==> config.mk <==
export PLATFORM = sky130hd
export DESIGN_NAME = wb_master_initiator_flat
export DESIGN_NICKNAME = d
export VERILOG_FILES = /design/src/rtl/wb_master_initiator_if.sv /design/src/rtl/wb_master_initiator.sv /design/src/flat_wrapper.sv
export SDC_FILE = /design/constraint.sdc
export NUM_CORES = 1
export LEC_CHECK = 0
export CORE_AREA = 2 2 107 109
export CTS_CLUSTER_DIAMETER = 60
export DETAILED_ROUTE_END_ITERATION = 12
export DIE_AREA = 0 0 109 111
export GPL_TIMING_DRIVEN = 0
export PLACE_DENSITY = 0.79
export SLEW_MARGIN = 15
export SYNTH_ARGS = -nofsm -noshare
export SYNTH_HDL_FRONTEND = slang
export SYNTH_SLANG_ARGS = --single-unit
==> constraint.sdc <==
create_clock -name wb_clk_i -period 2.2 [get_ports wb_clk_i]
set_clock_uncertainty 0.05 [all_clocks]
set_input_delay 0.44 -clock wb_clk_i [delete_from_list [all_inputs] [get_ports wb_clk_i]]
set_output_delay 0.44 -clock wb_clk_i [all_outputs]
set_load 0.01 [all_outputs]
==> src/rtl/wb_master_initiator_if.sv <==
// Wishbone classic-cycle bus between the initiator (master) and the
// user-project address decoder (slave). Signal names keep the master's
// point of view (_o driven by the master, _i driven by the slave).
interface wb_master_initiator_if;
    logic        wbm_cyc_o;
    logic        wbm_stb_o;
    logic        wbm_we_o;
    logic [3:0]  wbm_sel_o;
    logic [31:0] wbm_adr_o;
    logic [31:0] wbm_dat_o;
    logic        wbm_ack_i;
    logic [31:0] wbm_dat_i;

    modport master (
        output wbm_cyc_o, wbm_stb_o, wbm_we_o, wbm_sel_o, wbm_adr_o, wbm_dat_o,
        input  wbm_ack_i, wbm_dat_i
    );

    modport slave (
        input  wbm_cyc_o, wbm_stb_o, wbm_we_o, wbm_sel_o, wbm_adr_o, wbm_dat_o,
        output wbm_ack_i, wbm_dat_i
    );
endinterface

==> src/rtl/wb_master_initiator.sv <==
// Single-outstanding Wishbone classic-cycle initiator.
// Command and response streams use valid/ready: a transfer happens on a
// rising clock edge where valid and ready are both high; valid, once raised,
// is held with its payload stable until that edge.
// A watchdog ends any bus cycle not acknowledged within TIMEOUT strobe
// cycles and reports it as rsp_err=1.
module wb_master_initiator #(
    parameter int TIMEOUT = 255,
    parameter int CNT_W   = 8
) (
    input  logic        wb_clk_i,
    input  logic        wb_rst_ni,
    input  logic        cmd_valid,
    output logic        cmd_ready,
    input  logic        cmd_we,
    input  logic [31:0] cmd_adr,
    input  logic [31:0] cmd_dat,
    input  logic [3:0]  cmd_sel,
    output logic        rsp_valid,
    input  logic        rsp_ready,
    output logic [31:0] rsp_dat,
    output logic        rsp_err,
    wb_master_initiator_if.master wbm,
    output logic        busy,
    output logic [1:0]  state_dbg
);

    typedef enum logic [1:0] {
        S_IDLE = 2'd0,
        S_BUS  = 2'd1,
        S_RESP = 2'd2
    } state_t;

    localparam logic [CNT_W-1:0] TIMER_LAST = CNT_W'(TIMEOUT - 1);

    state_t           state;
    state_t           state_next;
    logic [CNT_W-1:0] timer;
    logic             cmd_fire;
    logic             bus_ack;
    logic             bus_timeout;

    // Every control output is a pure decode of the state register, so no
    // input reaches an output combinationally.
    assign cmd_ready     = (state == S_IDLE);
    assign rsp_valid     = (state == S_RESP);
    assign busy          = (state != S_IDLE);
    assign wbm.wbm_cyc_o = (state == S_BUS);
    assign wbm.wbm_stb_o = (state == S_BUS);
    assign state_dbg     = state;

    // State register; reset aborts any cycle in flight without a response.
    always_ff @(posedge wb_clk_i or negedge wb_rst_ni) begin
        if (!wb_rst_ni) begin
            state <= S_IDLE;
        end else begin
            state <= state_next;
        end
    end

    // Next-state logic; an ack on the final watchdog edge wins over timeout.
    always_comb begin
        state_next  = state;
        cmd_fire    = 1'b0;
        bus_ack     = 1'b0;
        bus_timeout = 1'b0;
        case (state)
            S_IDLE: begin
                if (cmd_valid) begin
                    cmd_fire   = 1'b1;
                    state_next = S_BUS;
                end
            end
            S_BUS: begin
                if (wbm.wbm_ack_i) begin
                    bus_ack    = 1'b1;
                    state_next = S_RESP;
                end else if (timer == TIMER_LAST) begin
                    bus_timeout = 1'b1;
                    state_next  = S_RESP;
                end
            end
            S_RESP: begin
                if (rsp_ready) begin
                    state_next = S_IDLE;
                end
            end
            default: begin
                state_next = S_IDLE;
            end
        endcase
    end

    // Watchdog: cleared on command accept, counts strobe cycles without ack.
    always_ff @(posedge wb_clk_i or negedge wb_rst_ni) begin
        if (!wb_rst_ni) begin
            timer <= '0;
        end else if (cmd_fire) begin
            timer <= '0;
        end else if (state == S_BUS && !wbm.wbm_ack_i && timer != TIMER_LAST) begin
            timer <= timer + 1'b1;
        end
    end

    // Bus request fields: captured on accept, held after the cycle ends.
    always_ff @(posedge wb_clk_i or negedge wb_rst_ni) begin
        if (!wb_rst_ni) begin
            wbm.wbm_we_o  <= 1'b0;
            wbm.wbm_sel_o <= 4'h0;
            wbm.wbm_adr_o <= 32'h0;
            wbm.wbm_dat_o <= 32'h0;
        end else if (cmd_fire) begin
            wbm.wbm_we_o  <= cmd_we;
            wbm.wbm_sel_o <= cmd_sel;
            wbm.wbm_adr_o <= cmd_adr;
            wbm.wbm_dat_o <= cmd_dat;
        end
    end

    // Response fields: written when the bus cycle ends, held through RESP.
    always_ff @(posedge wb_clk_i or negedge wb_rst_ni) begin
        if (!wb_rst_ni) begin
            rsp_dat <= 32'h0;
            rsp_err <= 1'b0;
        end else if (bus_ack) begin
            rsp_dat <= wbm.wbm_we_o ? 32'h0 : wbm.wbm_dat_i;
            rsp_err <= 1'b0;
        end else if (bus_timeout) begin
            rsp_dat <= 32'h0;
            rsp_err <= 1'b1;
        end
    end

endmodule
==> src/flat_wrapper.sv <==
// flat-port wrapper written by rule: the top's interface ports become plain ports
module wb_master_initiator_flat 
#(
    parameter int TIMEOUT = 255,
    parameter int CNT_W   = 8
)
  (wb_clk_i, wb_rst_ni, cmd_valid, cmd_ready, cmd_we, cmd_adr, cmd_dat, cmd_sel, rsp_valid, rsp_ready, rsp_dat, rsp_err, busy, state_dbg, wbm_wbm_cyc_o, wbm_wbm_stb_o, wbm_wbm_we_o, wbm_wbm_sel_o, wbm_wbm_adr_o, wbm_wbm_dat_o, wbm_wbm_ack_i, wbm_wbm_dat_i);
  wb_master_initiator_if wbm_i ();
  input  logic wb_clk_i;
  input  logic wb_rst_ni;
  input  logic cmd_valid;
  output logic cmd_ready;
  input  logic cmd_we;
  input  logic [31:0] cmd_adr;
  input  logic [31:0] cmd_dat;
  input  logic [3:0] cmd_sel;
  output logic rsp_valid;
  input  logic rsp_ready;
  output logic [31:0] rsp_dat;
  output logic rsp_err;
  output logic busy;
  output logic [1:0] state_dbg;
  output wire logic [$bits(wbm_i.wbm_cyc_o)-1:0] wbm_wbm_cyc_o;
  output wire logic [$bits(wbm_i.wbm_stb_o)-1:0] wbm_wbm_stb_o;
  output wire logic [$bits(wbm_i.wbm_we_o)-1:0] wbm_wbm_we_o;
  output wire logic [$bits(wbm_i.wbm_sel_o)-1:0] wbm_wbm_sel_o;
  output wire logic [$bits(wbm_i.wbm_adr_o)-1:0] wbm_wbm_adr_o;
  output wire logic [$bits(wbm_i.wbm_dat_o)-1:0] wbm_wbm_dat_o;
  input wire logic [$bits(wbm_i.wbm_ack_i)-1:0] wbm_wbm_ack_i;
  input wire logic [$bits(wbm_i.wbm_dat_i)-1:0] wbm_wbm_dat_i;
  assign wbm_wbm_cyc_o = wbm_i.wbm_cyc_o;
  assign wbm_wbm_stb_o = wbm_i.wbm_stb_o;
  assign wbm_wbm_we_o = wbm_i.wbm_we_o;
  assign wbm_wbm_sel_o = wbm_i.wbm_sel_o;
  assign wbm_wbm_adr_o = wbm_i.wbm_adr_o;
  assign wbm_wbm_dat_o = wbm_i.wbm_dat_o;
  assign wbm_i.wbm_ack_i = wbm_wbm_ack_i;
  assign wbm_i.wbm_dat_i = wbm_wbm_dat_i;
  wb_master_initiator #(.TIMEOUT(TIMEOUT), .CNT_W(CNT_W)) u_core (.wb_clk_i(wb_clk_i), .wb_rst_ni(wb_rst_ni), .cmd_valid(cmd_valid), .cmd_ready(cmd_ready), .cmd_we(cmd_we), .cmd_adr(cmd_adr), .cmd_dat(cmd_dat), .cmd_sel(cmd_sel), .rsp_valid(rsp_valid), .rsp_ready(rsp_ready), .rsp_dat(rsp_dat), .rsp_err(rsp_err), .wbm(wbm_i), .busy(busy), .state_dbg(state_dbg));
endmodule
==> results of run 1 <==
==> synthesized netlist by cell type, types with 2 or more instances <==
cell	number
buf_2	15
clkbuf_1	5
o21ai_1	2
nand2_1	215
buf_1	2
inv_1	3
ha_1	2
nand3_1	6
nor2_1	4
o211ai_1	2
dfrtp_1	112
or3_1	3
o21ai_0	3
a21oi_1	4
a22o_1	32
==> cell type report <==
cell class                 count  area, µm²
fill                         900       4080
clock buffer                  11        233
tap                          143        179
clock inverter                 5        105
timing repair buffer         217       2190
buffer                        24        120
inverter                       3       11.3
sequential                   112       2800
multi-input combinational    288       1360
==> repair_timing <==
action                                 4_1_cts  5_1_grt
endpoints found under the hold margin       41        0
buffers inserted                             1        0
setup endpoints to repair                    1        1
hold buffers                                 1        0
resized for setup                            1        1
==> cell usage in the layout (no fill, tap or decap), types with 2 or more instances in the layout <==
master | synthesis | final
clkinvlp_4 | 0 | 2
nor2_1 | 4 | 4
clkbuf_16 | 0 | 9
nand2_1 | 215 | 215
buf_1 | 2 | 2
ha_1 | 2 | 2
o21ai_1 | 2 | 2
inv_1 | 3 | 3
dfrtp_1 | 112 | 112
bufinv_16 | 0 | 3
a21oi_1 | 4 | 4
buf_4 | 1 | 2
or3_1 | 3 | 3
clkdlybuf4s50_1 | 0 | 212
clkbuf_1 | 5 | 7
nand3_1 | 6 | 6
o211ai_1 | 2 | 2
buf_2 | 15 | 15
a22o_1 | 32 | 32
o21ai_0 | 3 | 3
buf_6 | 1 | 2
==> power groups by stage <==
stage / logic [mW] / registers, mW / clock network [mW]
5_1_grt: 4.81 / 3.66 / 1.97
4_1_cts: 4.49 / 3.55 / 1.88
2_1_floorplan: 1.39 / 3.95 / 0
3_5_place_dp: 4.44 / 3.57 / 0
3_3_place_gp: 4.32 / 3.51 / 0
6_report: 4.42 / 3.54 / 1.84
==> per-stage QoR <==
| stage | total power [mW] | TNS [ns] |
|---|---|---|
| 6_report | 9.79 | 0 |
| 4_1_cts | 9.92 | 0 |
| 3_5_place_dp | 8.01 | 0 |
| 3_3_place_gp | 7.84 | -394.47 |
| 2_1_floorplan | 5.34 | 0 |
| 5_1_grt | 10.4 | 0 |
==> routing by layer <==
layer / global-route usage / vias to the layer above / part of all wire
met5: 0 / - / 0
met4: 0.0735 / 0 / 0.017
met3: 0.0406 / 17 / 0.059
met2: 0.354 / 131 / 0.52
met1: 0.247 / 1864 / 0.40
li1: - / 1838 / -
==> flip-flops by register name, summed over array words and instances (netlist names) <==
signal and flops:
u_core.rsp_dat 32, u_core.rsp_err 1, u_core.state_dbg 2, u_core.timer 8, u_core.wbm.wbm_adr_o 32, u_core.wbm.wbm_dat_o 32
u_core.wbm.wbm_sel_o 4, u_core.wbm.wbm_we_o 1
==> tightest hold or removal path, delay by kind of cell (launching register included) <==
family           cells  cell delay [ns]
AND/OR/NAND/NOR      2             0.10
flip-flops           1             0.34
==> worst max-delay path by stage <==
stage | cells past startpoint | endpoint | slack, ns | start
final | 2 | cmd_ready | 0.09 | u_core.state_dbg[1]
after global routing | 2 | cmd_ready | 0.04 | u_core.state_dbg[1]
after global placement | 1 | u_core.wbm.wbm_dat_o[22] | -3.53 | wb_rst_ni
after CTS | 3 | wbm_wbm_stb_o | 0.03 | u_core.state_dbg[1]
after detailed placement | 6 | u_core.wbm.wbm_dat_o[23] | 0.15 | cmd_valid
after floorplan | 7 | u_core.state_dbg[1] | 0.68 | u_core.timer[0]
==> logic make-up after synthesis <==
group | Yosys count
adder cells (fa/ha/maj) | 2
multiplexers | 1
XOR/XNOR | 1
buffers and inverters | 27
AO/OA/AOI/OAI | 48
AND/OR/NAND/NOR | 236
flip-flops | 112
==> results.json, run 1 <==
{
  "outcome": "completed",
  "critPathMaxFanout": 5,
  "yosysTopAreaCellShare": 0.653,
  "dieArea_um2": 12100,
  "rsz0062_at_grt": "no",
  "finalHoldViolations": 0,
  "core_area_um2": 11100,
  "synthAdderAreaFrac": 0.00583,
  "critical_path_class": "reg -> out",
  "final_cells": 803,
  "yosysTopAreaCell": "dfrtp_1",
  "fin_ws_ns": 0.0925,
  "antenna_found_initial": 0,
  "clock-sinks": 112,
  "crit_chain": "nor2_2, clkdlybuf4s50_1",
  "placed_area_um2": 6640,
  "synth_edf_count": 0,
  "async_flop_share": 1.00,
  "worst_slew_pin_slew_ns": 0.489,
  "area_growth_pct": 63.1,
  "critPathSlowestCell": "clkdlybuf4s50_1",
  "cts_root_buffer": "clkbuf_16",
  "clkTransAtPathRegs_ns": 0.07,
  "layout.nets": 763,
  "utilization": 0.632,
  "final.min_clock_period_ns": 2.11,
  "place_worst_setup_slack_ns": 0.146,
  "clkPwrFrac": 0.187,
  "worstPathArrival_ns": 1.62,
  "clk_latency_ns": 0.34,
  "hp-class": "reg -> reg",
  "wl_per_cell_um": 14.9,
  "start_kind": "flip-flop",
  "htreeDepth": 3,
  "cts_max_path_buffers": 2,
  "cellPowerDensity_nw_per_um2": 1400,
  "rows": 39,
  "critPathRequiredTime_ns": 1.71,
  "max-cap-violations": 0,
  "synth-xor-area-share": 0.00204,
  "grt_use_total": 0.204,
  "first_iter_violations": 186,
  "numCtsBuffers": 9,
  "fmax_ghz": 0.474,
  "final-setup-viol-count": 0,
  "period_share": 0.958,
  "io_buffers": 214,
  "crit_family": "buffers and inverters",
  "route.detailed.drc": 0,
  "combPwrFrac": 0.451,
  "grt_pass1_wl_mm": 19.4,
  "slew_headroom": 0.674,
  "place_congestion": 0.798,
  "ir_worst_vdd_mv": 0.573,
  "r2r_end": "u_core.rsp_dat[12]",
  "hold_start": "u_core.wbm.wbm_dat_o[29]",
  "synth.distinct_cells": 32,
  "max_stage_delay_ns": 0.59,
  "synth_top_family_by_area": "simple AND/OR/NAND/NOR gates",
  "dieWidth_um": 109,
  "power.switching_mw": 3.23,
  "synthesis.nets": 535,
  "seq_power_share": 0.362,
  "synth_area_leaders": "dfrtp_1, nand2_1, a22o_1",
  "p_sw_frac": 0.330,
  "timing.hold.ws_ns": 0.422,
  "drive_gt1_frac": 0.0606,
  "yosys_most_used_dff": "dfrtp_1",
  "critical_path_buf_inv_count": 1,
  "ioPinCount": 215,
  "start_util": 0.387,
  "wirelength_mm": 11.9,
  "p_int_mw": 6.57,
  "ys_warn_count": 0,
  "ys_ff_latch": 112,
  "maxSlewViolCount": 0,
  "synth_seq_area_share": 0.653,
  "cts_tree": "done",
  "worst_r2r_startpoint": "u_core.timer[0]",
  "synthCells": 427,
  "leakagePower_nw": 3.32,
  "r2r_slack_ns": 0.38,
  "grt_pass1_vias": 3957,
  "num_antenna_cells": 0,
  "synth_area_um2": 4290,
  "hold_depth": 2,
  "grt_max_degree": 67,
  "placedCellCount": 785,
  "yosys.area_share.simple": 0.217,
  "endpoint_kind": "primary output",
  "postRouteAntennaNets": 0,
  "dpl.hpwl_mm": 8.77,
  "routed_via_density": 4.79,
  "synth_mux_area_frac": 0.00233,
  "vias": 3850,
  "die_h_um": 111,
  "overflow": 0,
  "synth_area_per_cell_um2": 10.1,
  "final_area_um2": 7000,
  "synth_compound_area_frac": 0.0886,
  "dr.pass1.iters": 4,
  "reg2reg_depth": 7,
  "min_to": "u_core.wbm.wbm_dat_o[29]"
}
Power figures use the tool's default switching activity.
==> run 2: changes to the inputs <==
--- a/config.mk
+++ b/config.mk
@@ -5,12 +5,14 @@
 export SDC_FILE = /design/constraint.sdc
 export NUM_CORES = 1
 export LEC_CHECK = 0
+export ABC_AREA = 0
 export CORE_AREA = 2 2 107 109
 export CTS_CLUSTER_DIAMETER = 60
 export DETAILED_ROUTE_END_ITERATION = 12
 export DIE_AREA = 0 0 109 111
 export GPL_TIMING_DRIVEN = 0
 export PLACE_DENSITY = 0.79
+export SKIP_LAST_GASP = 1
 export SLEW_MARGIN = 15
 export SYNTH_ARGS = -nofsm -noshare
 export SYNTH_HDL_FRONTEND = slang
==> results of run 2 <==
No change in the layout: final DEF, timing and power equal those of run 1.
==> run 3: changes to the inputs <==
--- a/config.mk
+++ b/config.mk
@@ -11,7 +11,8 @@
 export DETAILED_ROUTE_END_ITERATION = 12
 export DIE_AREA = 0 0 109 111
 export GPL_TIMING_DRIVEN = 0
-export PLACE_DENSITY = 0.79
+export MAX_ROUTING_LAYER = met4
+export PLACE_DENSITY = 0.81
 export SKIP_LAST_GASP = 1
 export SLEW_MARGIN = 15
 export SYNTH_ARGS = -nofsm -noshare
==> run 3 against run 2 <==
First-iteration DRC count rose by 27%. Global-route usage fell by 0.63 points. Register-to-register slack barely moved. Clock-buffer cell count rose by 2. Largest cell class unchanged. Highest routed layer unchanged.
==> results.json, run 3 (synthesized netlist as in run 1, its figures left out) <==
{
  "clk_latency_ns": 0.33,
  "vias": 3814,
  "seq_power_share": 0.375,
  "first_iter_violations": 237,
  "worstSetupStartpoint": "u_core.state_dbg[1]",
  "outcome": "completed",
  "finalHoldViolations": 0,
  "routed_via_density": 4.75,
  "critical_path_buf_inv_count": 1,
  "dieWidth_um": 109,
  "die_h_um": 111,
  "dpl.hpwl_mm": 8.54,
  "rsz0062_at_grt": "no",
  "combPwrFrac": 0.467,
  "fmax_ghz": 0.476,
  "cts_root_buffer": "clkbuf_16",
  "final_common_cell": "nand2_1",
  "hold_depth": 2,
  "grt_use_total": 0.197,
  "rows": 39,
  "cts_max_path_buffers": 2,
  "postRouteAntennaNets": 0,
  "cts_tree": "done",
  "critPathMaxFanout": 5,
  "final.setup.tns_ns": 0,
  "max-cap-violations": 0,
  "wl_per_cell_um": 14.3,
  "reg_top3": "u_core.rsp_dat: 32 flops, u_core.wbm.wbm_adr_o: 32 flops, u_core.wbm.wbm_dat_o: 32 flops",
  "worst_r2r_startpoint": "u_core.timer[0]",
  "power.switching_mw": 3.16,
  "met2_length_mm": 5.69,
  "layout.nets": 763,
  "final-setup-viol-count": 0,
  "critPathRequiredTime_ns": 1.71,
  "clkPwrFrac": 0.158,
  "ioPinCount": 215,
  "regArea_um2": 2800,
  "start_util": 0.387,
  "maxSlewViolCount": 0,
  "min_to": "u_core.wbm.wbm_dat_o[20]",
  "numCtsBuffers": 9,
  "start_kind": "flip-flop",
  "r2r_slack_ns": 0.38,
  "period_share": 0.954,
  "wirelength_mm": 11.5,
  "crit_family": "buffers and inverters",
  "grt_max_degree": 68,
  "io_buffers": 214,
  "core_area_um2": 11100,
  "antenna_found_initial": 0,
  "route.detailed.drc": 0,
  "leakagePower_nw": 3.30,
  "report.power.total_mw": 9.41,
  "worstPathArrival_ns": 1.61,
  "hp-class": "reg -> reg",
  "fill_cells": 911,
  "num_antenna_cells": 0,
  "top_layer_used": "met4",
  "grt_pass1_wl_mm": 18.3,
  "max_stage_delay_ns": 0.59,
  "place_congestion": 0.740,
  "final.min_clock_period_ns": 2.10,
  "htreeDepth": 3,
  "clock-sinks": 112,
  "area_growth_pct": 61.5,
  "worst_slew_pin_slew_ns": 0.442,
  "multi_input_area_um2": 1360,
  "critPathSlowestCell": "clkdlybuf4s50_1",
  "cellPowerDensity_nw_per_um2": 1360,
  "final_cell_mix": "nand2_1, clkdlybuf4s50_1, dfrtp_1",
  "hold_start": "u_core.wbm.wbm_dat_o[20]",
  "wl_met3_um": 669,
  "reg2reg_depth": 7,
  "p_sw_frac": 0.336,
  "crit_chain": "nor2_2, clkdlybuf4s50_1",
  "overflow": 0,
  "dieArea_um2": 12100,
  "dr.pass1.iters": 4,
  "grt_pass1_vias": 3852,
  "endpoint_kind": "primary output",
  "drive_gt1_frac": 0.0591,
  "ir_worst_vdd_mv": 0.728,
  "p_int_mw": 6.25,
  "slew_headroom": 0.705,
  "critical_path_class": "reg -> out",
  "r2r_end": "u_core.rsp_dat[30]",
  "clkTransAtPathRegs_ns": 0.07,
  "m1WireLength_mm": 4.87
}
run 3: cell count changes in the layout (fill, tap and decap cells not counted), sizes merged:
| cell | delta |
|---|---|
| bufinv | -3 |
| clkbuf | +2 |
| clkinv | +2 |
| clkinvlp | -1 |
run 3: worst max path at each step:
stage | to | slack (ns) | cells after the start
final | cmd_ready | 0.10 | 2
after global placement | u_core.wbm.wbm_dat_o[27] | -3.56 | 1
after CTS | wbm_wbm_stb_o | 0.007 | 3
after detailed placement | u_core.wbm.wbm_dat_o[22] | 0.14 | 6
after global routing | cmd_ready | 0.03 | 2
after floorplan | u_core.state_dbg[1] | 0.68 | 7
run 3: timing repair:
action | in CTS | in global routing
buffers inserted | 1 | 0
hold buffers | 1 | 0
resized for setup | 1 | 1
endpoints found under the setup margin | 1 | 1
endpoints found under the hold margin | 45 | 0
run 3: layout make-up:
cell class	instances	area share
well taps	143	0.0258
plain buffers	24	0.0173
clock inverters	3	0.00253
flip-flops and latches	112	0.404
repair buffers	217	0.316
multi-input cells	288	0.196
inverters	3	0.00162
clock buffers	13	0.0361
run 3: per-stage QoR:
stage | cells | hold WS, ns | setup WS, ns | area, µm² | util
2_1_floorplan | 427 | 0.0944 | 0.679 | 4290 | -
3_3_place_gp | 784 | 0.407 | -3.56 | 6610 | 0.597
3_5_place_dp | 785 | 0.351 | 0.140 | 6640 | 0.600
4_1_cts | 803 | 0.429 | 0.00724 | 6930 | 0.625
5_1_grt | 803 | 0.445 | 0.0260 | 6930 | 0.626
6_report | 803 | 0.424 | 0.100 | 6930 | 0.626
run 3: routing by layer:
metal  track usage  vias to the layer above
met4        0.0752                        0
met5             -                        -
li1              -                     1831
met3        0.0317                       20
met1         0.246                     1822
met2         0.321                      141
run 3: power by group through the flow:
stage	Clock, mW	Combinational [mW]	Sequential (mW)
after detailed placement	0	4.42	3.57
after global routing	1.62	4.79	3.64
final	1.48	4.40	3.53
after global placement	0	4.34	3.51
after CTS	1.53	4.46	3.54
after floorplan	0	1.39	3.95
run 3: worst min-delay path: stages, from the launching register on:
cell and delay [ns]:
dfrtp_1 0.34, nand2_1 0.05, nand2_1 0.05
